### config.mk
export PLATFORM = sky130hd
export DESIGN_NAME = pc_ras
export DESIGN_NICKNAME = d
export VERILOG_FILES = /design/src/rtl/pc_pkg.sv /design/src/rtl/pc_ras_stack.sv /design/src/rtl/pc_ras.sv
export SDC_FILE = /design/constraint.sdc
export NUM_CORES = 1
export LEC_CHECK = 0
export CORE_AREA = 2 2 80 82
export DETAILED_ROUTE_END_ITERATION = 8
export DIE_AREA = 0 0 82 84
export PLACE_DENSITY = 0.69
export SYNTH_ARGS = -nofsm -noshare
export SYNTH_HDL_FRONTEND = slang
export SYNTH_SLANG_ARGS = --single-unit
export TNS_END_PERCENT = 10
### constraint.sdc
create_clock -name clk -period 2.3 [get_ports clk]
set_input_delay 0.23 -clock clk [delete_from_list [all_inputs] [get_ports clk]]
set_output_delay 0.23 -clock clk [all_outputs]
set_load 0.005 [all_outputs]
### src/rtl/pc_pkg.sv
// Shared types for the return-address-stack program counter: command encoding and defaults.
// Latency: none (types only); Backpressure: n/a.
package pc_pkg;

  localparam int PC_WIDTH  = 8;
  localparam int RAS_DEPTH = 4;

  typedef enum logic [2:0] {
    CMD_NONE,
    CMD_INC,
    CMD_BRANCH,
    CMD_LOAD,
    CMD_CALL,
    CMD_RET,
    CMD_ILLEGAL
  } cmd_e;

  // Strobes resolved to a single action; call+ret together is the only illegal mix.
  function automatic cmd_e decode_cmd(input logic en, input logic call, input logic ret,
                                      input logic load, input logic branch);
    cmd_e c;
    if (!en)              c = CMD_NONE;
    else if (call && ret) c = CMD_ILLEGAL;
    else if (ret)         c = CMD_RET;
    else if (call)        c = CMD_CALL;
    else if (load)        c = CMD_LOAD;
    else if (branch)      c = CMD_BRANCH;
    else                  c = CMD_INC;
    return c;
  endfunction

endpackage

### src/rtl/pc_ras_stack.sv
// Generic WIDTH x DEPTH LIFO: push at depth, pop exposes entry depth-1 combinationally.
// Latency: 1 cycle for depth update; Backpressure: push when full / pop when empty are ignored.
module pc_ras_stack #(
  parameter int WIDTH = 8,
  parameter int DEPTH = 4,
  parameter int CW    = $clog2(DEPTH + 1)
) (
  input  logic             clk,
  input  logic             rst_n,
  input  logic             push_i,
  input  logic             pop_i,
  input  logic [WIDTH-1:0] din_i,
  output logic [WIDTH-1:0] dout_o,
  output logic [CW-1:0]    depth_o,
  output logic             full_o,
  output logic             empty_o
);

  logic [WIDTH-1:0] mem_q [DEPTH];
  logic [CW-1:0]    cnt_q, cnt_d;
  logic             do_push, do_pop;

  assign full_o  = (cnt_q == CW'(DEPTH));
  assign empty_o = (cnt_q == '0);
  assign depth_o = cnt_q;

  assign do_push = push_i && !full_o;
  assign do_pop  = pop_i && !empty_o && !push_i;

  always_comb begin
    dout_o = '0;
    for (int i = 0; i < DEPTH; i++) begin
      if (cnt_q == CW'(i + 1)) dout_o = mem_q[i];
    end
  end

  always_comb begin
    cnt_d = cnt_q;
    if (do_push)     cnt_d = cnt_q + CW'(1);
    else if (do_pop) cnt_d = cnt_q - CW'(1);
  end

  always_ff @(posedge clk or negedge rst_n) begin
    if (!rst_n) cnt_q <= '0;
    else        cnt_q <= cnt_d;
  end

  // Entries carry no reset: contents are meaningless once the count is cleared.
  always_ff @(posedge clk) begin
    for (int i = 0; i < DEPTH; i++) begin
      if (do_push && cnt_q == CW'(i)) mem_q[i] <= din_i;
    end
  end

endmodule

### src/rtl/pc_ras.sv
// Program counter with increment/jump/branch/call/return and a built-in return-address stack.
// Latency: 1 cycle strobe-to-crnt_adr; Backpressure: enable=0 stalls everything, misuse is dropped and flagged.
module pc_ras
  import pc_pkg::*;
#(
  parameter int WIDTH     = PC_WIDTH,
  parameter int DEPTH     = RAS_DEPTH,
  parameter int OFS_WIDTH = 8
) (
  input  logic                       clk,
  input  logic                       reset,
  input  logic                       enable,
  input  logic                       load,
  input  logic                       branch,
  input  logic                       call,
  input  logic                       ret,
  input  logic [WIDTH-1:0]           nxt_adr,
  input  logic [OFS_WIDTH-1:0]       offset,
  output logic [WIDTH-1:0]           crnt_adr,
  output logic [$clog2(DEPTH+1)-1:0] depth,
  output logic                       full,
  output logic                       empty,
  output logic                       err_ovf,
  output logic                       err_unf,
  output logic                       err_cmd
);

  localparam int CW = $clog2(DEPTH + 1);

  cmd_e             cmd;
  logic [WIDTH-1:0] pc_q, pc_d;
  logic [WIDTH-1:0] pc_inc, ofs_ext, ras_top;
  logic             push, pop;
  logic             ovf_q, ovf_d, unf_q, unf_d, ecmd_q, ecmd_d;

  assign cmd     = decode_cmd(enable, call, ret, load, branch);
  assign pc_inc  = pc_q + WIDTH'(1);
  assign ofs_ext = WIDTH'($signed(offset));

  always_comb begin
    pc_d   = pc_q;
    push   = 1'b0;
    pop    = 1'b0;
    ovf_d  = 1'b0;
    unf_d  = 1'b0;
    ecmd_d = 1'b0;
    unique case (cmd)
      CMD_ILLEGAL: ecmd_d = 1'b1;
      CMD_RET: begin
        if (empty) unf_d = 1'b1;
        else begin
          pc_d = ras_top;
          pop  = 1'b1;
        end
      end
      // A call on a full stack is dropped whole so the stacked entries stay intact.
      CMD_CALL: begin
        if (full) ovf_d = 1'b1;
        else begin
          pc_d = nxt_adr;
          push = 1'b1;
        end
      end
      CMD_LOAD:   pc_d = nxt_adr;
      CMD_BRANCH: pc_d = pc_q + ofs_ext;
      CMD_INC:    pc_d = pc_inc;
      default:    pc_d = pc_q;
    endcase
  end

  always_ff @(posedge clk or negedge reset) begin
    if (!reset) begin
      pc_q   <= '0;
      ovf_q  <= 1'b0;
      unf_q  <= 1'b0;
      ecmd_q <= 1'b0;
    end else begin
      pc_q   <= pc_d;
      ovf_q  <= ovf_d;
      unf_q  <= unf_d;
      ecmd_q <= ecmd_d;
    end
  end

  pc_ras_stack #(
    .WIDTH (WIDTH),
    .DEPTH (DEPTH),
    .CW    (CW)
  ) u_stack (
    .clk     (clk),
    .rst_n   (reset),
    .push_i  (push),
    .pop_i   (pop),
    .din_i   (pc_inc),
    .dout_o  (ras_top),
    .depth_o (depth),
    .full_o  (full),
    .empty_o (empty)
  );

  assign crnt_adr = pc_q;
  assign err_ovf  = ovf_q;
  assign err_unf  = unf_q;
  assign err_cmd  = ecmd_q;

endmodule

# Word level (Yosys, flattened, before mapping)
# Memories as Yosys holds them, arrays and structs flattened.
# Cells that the tools add are included.
# classes
n_addsub	4
eq_ne	12
n_mux	41
reduce_logical	18
# op_table
operator	n
$mux 8	9
$pmux 8 s5	1
$reduce_or 8->1	3
$mux 1	20
$mux 3	6
$eq 3x2->1 const B	4
$eq 3x3->1 const B	4
$mux 2	5
$add 8x1->8 const B	1
$add 8x8->8	1
$logic_and 1x1->1	8
$eq 3x1->1 const B	2
$reduce_bool 5->1	1
$ne 2x2->1 const B	2
$add 3x1->3 const B	1
$logic_not 1->1	3
$logic_not 3->1	1
$reduce_and 3->1	1
$sub 3x1->3 const B	1
$reduce_bool 2->1	1
# totals
regBits	14
ramBits	32
in_bits	23
output_inout_bits	16
wordCells	81
n_memories	1
# memory_table
memory	words	word_bits	rd	rd_ports_with_merged_regs	wr	line_no	source
u_stack.mem_q	4	8	4	0	1	pc_ras_stack.sv:19	logic [WIDTH-1:0] mem_q [DEPTH];

# Longest topological paths before layout
# depth
ltp_word	16
depth_mapped	9
depth_no_buf	8

# Modules after synthesis
# A second synthesis with hierarchy kept.
# hier_totals
hier_cells	252
hier_area_um2	2665.1
# by_module_without_submodules
module	n_inst	cells_per_inst	area_each_um2
pc_ras_stack	1	107	1498.9
pc_ras	1	145	1166.1

# Worst setup path after synthesis
# Ideal clock, no wire load.
# synth_timing
path_kind	register to register
from	register u_stack.cnt_q[2], in the netlist u_stack.depth_o[2]
to	memory u_stack.mem_q[3][0], enable pin
setup_time_ns	0.383
arrival_time_ns	1.936
path_slack_ns	-0.020
stages_incl_launch_ff	7
period_less_slack_ns	2.320
cell_sequence	dfrtp_1 clkbuf_1 inv_1 ha_1 clkbuf_1 inv_1 nor3_1
# synth_via
elab_chain_len	11
# synth_lines
element	line_no	source
from (decl)	pc_ras_stack.sv:20	logic [CW-1:0] cnt_q, cnt_d;
from (signal assigned)	pc_ras_stack.sv:45	else cnt_q <= cnt_d;
$eq 3x3->1	pc_ras_stack.sv:23	assign full_o = (cnt_q == CW'(DEPTH));
$mux 1	pc_ras.sv:58	if (full) ovf_d = 1'b1;
$mux 1	pc_ras.sv:47	unique case (cmd)
$logic_and 1x1->1	pc_ras_stack.sv:27	assign do_push = push_i && !full_o;
$logic_and 1x1->1	pc_ras_stack.sv:51	if (do_push && cnt_q == CW'(i)) mem_q[i] <= din_i;
$mux 1	pc_ras_stack.sv:51	
$mux 1 (implied by the code)	pc_ras_stack.sv:51	
$reduce_or 8->1 (no line)	n/a	
$mux 2 (no line) / $mux 1 (equally long branches) (3 in series)	n/a	
to (decl)	pc_ras_stack.sv:19	
# Several ways; a longest one is shown, not always the timed one.

# Worst setup path after layout
# layout_timing
from	register u_stack.cnt_q[0], in the netlist u_stack.depth_o[0]
to	output full
# layout_via
elab_chain_len	1
# layout_lines
element	line_no	source
$eq 3x3->1	pc_ras_stack.sv:23	
to (decl)	pc_ras.sv:21	output logic full,
# No other way between the ends.

==> impl_metrics.tcl <==
set metrics [dict create \
    drt-pass1-iter-count 4 \
    ctsHoldBuffers 0 \
    insertion_delay_ns 0.30 \
    cpLargestDelayFamily "buffers and inverters" \
    critical_path_class "reg2out" \
    crit_buf_inv 4 \
    grt_pass1_vias 2206 \
    dp_slack_ns -0.0549 \
    timing.fmax_mhz 454 \
    slew_violations 0 \
    crit_arrival_ns 1.97 \
    synth_area_per_cell_sq_um 10.7 \
    ys_seq_area_share_pct 49.9 \
    min_path_type "in2async" \
    drt_wl_total_mm 6.76 \
    grt.total_usage_pct 21.0 \
    ir_drop_uv 455 \
    grt_pass1_wl_mm 10.9 \
    num_vias 2232 \
    r2r-start "u_stack.depth_o[0]" \
    dp.final_hpwl_mm 5.08 \
    setup_slack_ns 0.0994 \
    layout_min_cycle_time_ns 2.20 \
    tightest_slew_ns 0.725 \
    fp.dieArea_sq_um 6890 \
    ys_types 52 \
    clock-root-buffer "clkbuf_8" \
    ios 39 \
    synth-edff-count 32 \
    period_share_pct 95.7 \
    cellPowerDensity_nw_per_um2 1090 \
    ys_ff_latch 46 \
    core_sq_um 6100 \
    h-tree-depth 2 \
    chipHeight_um 84 \
    cts_made_buffers 5 \
    drc 0 \
    setup_viol 0 \
    final_nets 344 \
    area_growth_pct 28.6 \
    slowest_stage "clkdlybuf4s50_1" \
    synth.net_count 284 \
    netlist_area_sq_um 2630 \
    die_w_um 82 \
    grt_max_degree 16 \
    fp-row-count 29 \
    skew_ns 0.00441 \
    post_synth_inst_count 246 \
    antennaDiodeCount 0 \
    io_buffers 38 \
    fin_cells 384 \
    cpPeakStageDelay_ns 0.50 \
    path_cells "inv_1, ha_4, nand2_1, clkinv_1, buf_4, clkdlybuf4s50_1" \
    clk_pin_slew_worst_paths_ns 0.09 \
    endpoint_kind "output pin" \
    antenna_found_initial 0 \
    synthArstFlopShare_pct 30.4 \
    gp_congestion 0.851 \
    final_layout_size_suffix_gt1_share_pct 13.0 \
    first_iter_violations 147 \
    routedWlPerCell_um 17.6 \
    clock_sinks 46 \
    clk_path_buf_depth 2 \
    dp.cells 376 \
    initial_core_util_pct 43.1 \
    via_per_inst 5.81 \
    synth-main-ff-cell "edfxtp_1" \
    startpoint "u_stack.depth_o[0]" \
    maxCapViolations 0 \
    required_ns 2.07 \
    relSlewSlack_pct 51.5 \
    yosysWarnings 0 \
    ant_nets 0 \
    cts_setup_buffers 0 \
    status "complete, no violations" \
    cts_tree "built" \
    leakagePower_nw 1.33 \
    overflow 0 \
    worstPathMaxFanout 8 \
    hold_violations 0 \
    start_kind "flip-flop" \
]
==> cell type report <==
| class | count | area (sq um) |
|---|---|---|
| fill | 540 | 2720 |
| sequential | 46 | 1310 |
| multi-input combinational | 174 | 1230 |
| timing repair buffer | 64 | 576 |
| tap | 77 | 96.3 |
| clock buffer | 5 | 68.8 |
| inverter | 15 | 56.3 |
| clock inverter | 3 | 43.8 |
==> layer usage <==
layer / global-route usage (%) / vias up / routed length, um
met5: 0 / - / 0
met4: 5.61 / 0 / 113
met3: 3.57 / 12 / 376
met2: 35.2 / 84 / 3400
met1: 27.8 / 1077 / 2880
li1: - / 1059 / -
==> where the power goes <==
part	internal (W)	switching, W
clock	0.000326	0.000292
sequential	0.00110	0.000102
combinational	0.000886	0.000982
==> cell usage after synthesis (3+ instances only) <==
library cell  count  area (sq um)
edfxtp_1         32           961
nand2_1          20          75.1
a21oi_1          18          90.1
dfrtp_1          14           350
ha_1             14           175
inv_1            14          52.6
nor2_1           13          48.8
clkbuf_1          9          33.8
nand3_1           8          40.0
a221oi_1          7          61.3
o21ai_0           6          30.0
xnor2_1           6          52.6
a22o_1            5          43.8
nor3_1            5          25.0
nand2b_1          4          25.0
nand3b_1          4          30.0
o22ai_1           4          25.0
or3_1             4          25.0
a211oi_1          3          22.5
a221o_1           3          30.0
mux2i_1           3          30.0
nand4_1           3          18.8
nor2b_1           3          18.8
o211ai_1          3          22.5
o21a_1            3          22.5
o31ai_1           3          22.5
xor2_1            3          26.3
==> flip-flops by register name, summed over array words and instances (netlist names) <==
register,flops
u_stack.mem_q,32
crnt_adr,8
u_stack.depth_o,3
err_cmd,1
err_ovf,1
err_unf,1
==> cell usage in the layout, fill, tap and decap left out, types with 8 or more instances in the layout <==
cell type / n
buf_4: 26
nor2_1: 13
inv_1: 14
a21oi_1: 18
ha_1: 13
clkdlybuf4s50_1: 38
edfxtp_1: 32
nand2_1: 20
nand3_1: 8
dfrtp_1: 14
==> per-stage QoR <==
| stage | setup TNS, ns | utilization (%) | power [W] | hold WS, ns | cell area, sq um |
|---|---|---|---|---|---|
| 2_1_floorplan | 0 | - | 0.00226 | -0.0656 | 2630 |
| 3_3_place_gp | 0 | 53.4 | 0.00302 | 0.580 | 3260 |
| 3_5_place_dp | -0.0549 | 53.4 | 0.00305 | 0.591 | 3260 |
| 4_1_cts | 0 | 55.3 | 0.00368 | 0.373 | 3370 |
| 5_1_grt | -0.00175 | 55.5 | 0.00395 | 0.404 | 3380 |
| 6_report | 0 | 55.5 | 0.00369 | 0.354 | 3380 |
==> worst reg2reg max path, cell delays in order (launching register included) <==
cell and delay [ns]:
dfrtp_1 0.43, inv_1 0.19, ha_1 0.40, buf_4 0.20, a21oi_1 0.06, a221oi_1 0.33
a221oi_1 0.09, o31ai_1 0.22, a21o_1 0.12
==> final timing paths <==
check	end	cells after the start	slack (ns)
max	full	6	0.1
min	u_stack.depth_o[1]	1	0.35
max reg2reg	crnt_adr[3]	8	0.19
min reg2reg	crnt_adr[7]	2	0.61
max in group asynchronous	crnt_adr[6]	1	1.49
min in group clk	crnt_adr[7]	2	0.61
==> what timing repair did <==
action | CTS | global route
setup endpoints to repair | 1 | 1
cloned | 0 | 0
gates resized for setup | 1 | 1
==> kinds of logic after synthesis <==
kind of cell	share of synthesized area [%]
fa+ha+maj	7.43
buf+inv	4.05
simple gates	14.1
xor+xnor	3.00
compound gates	19.9
flops	49.9
mux	1.57
Power figures use the tool's default switching activity.
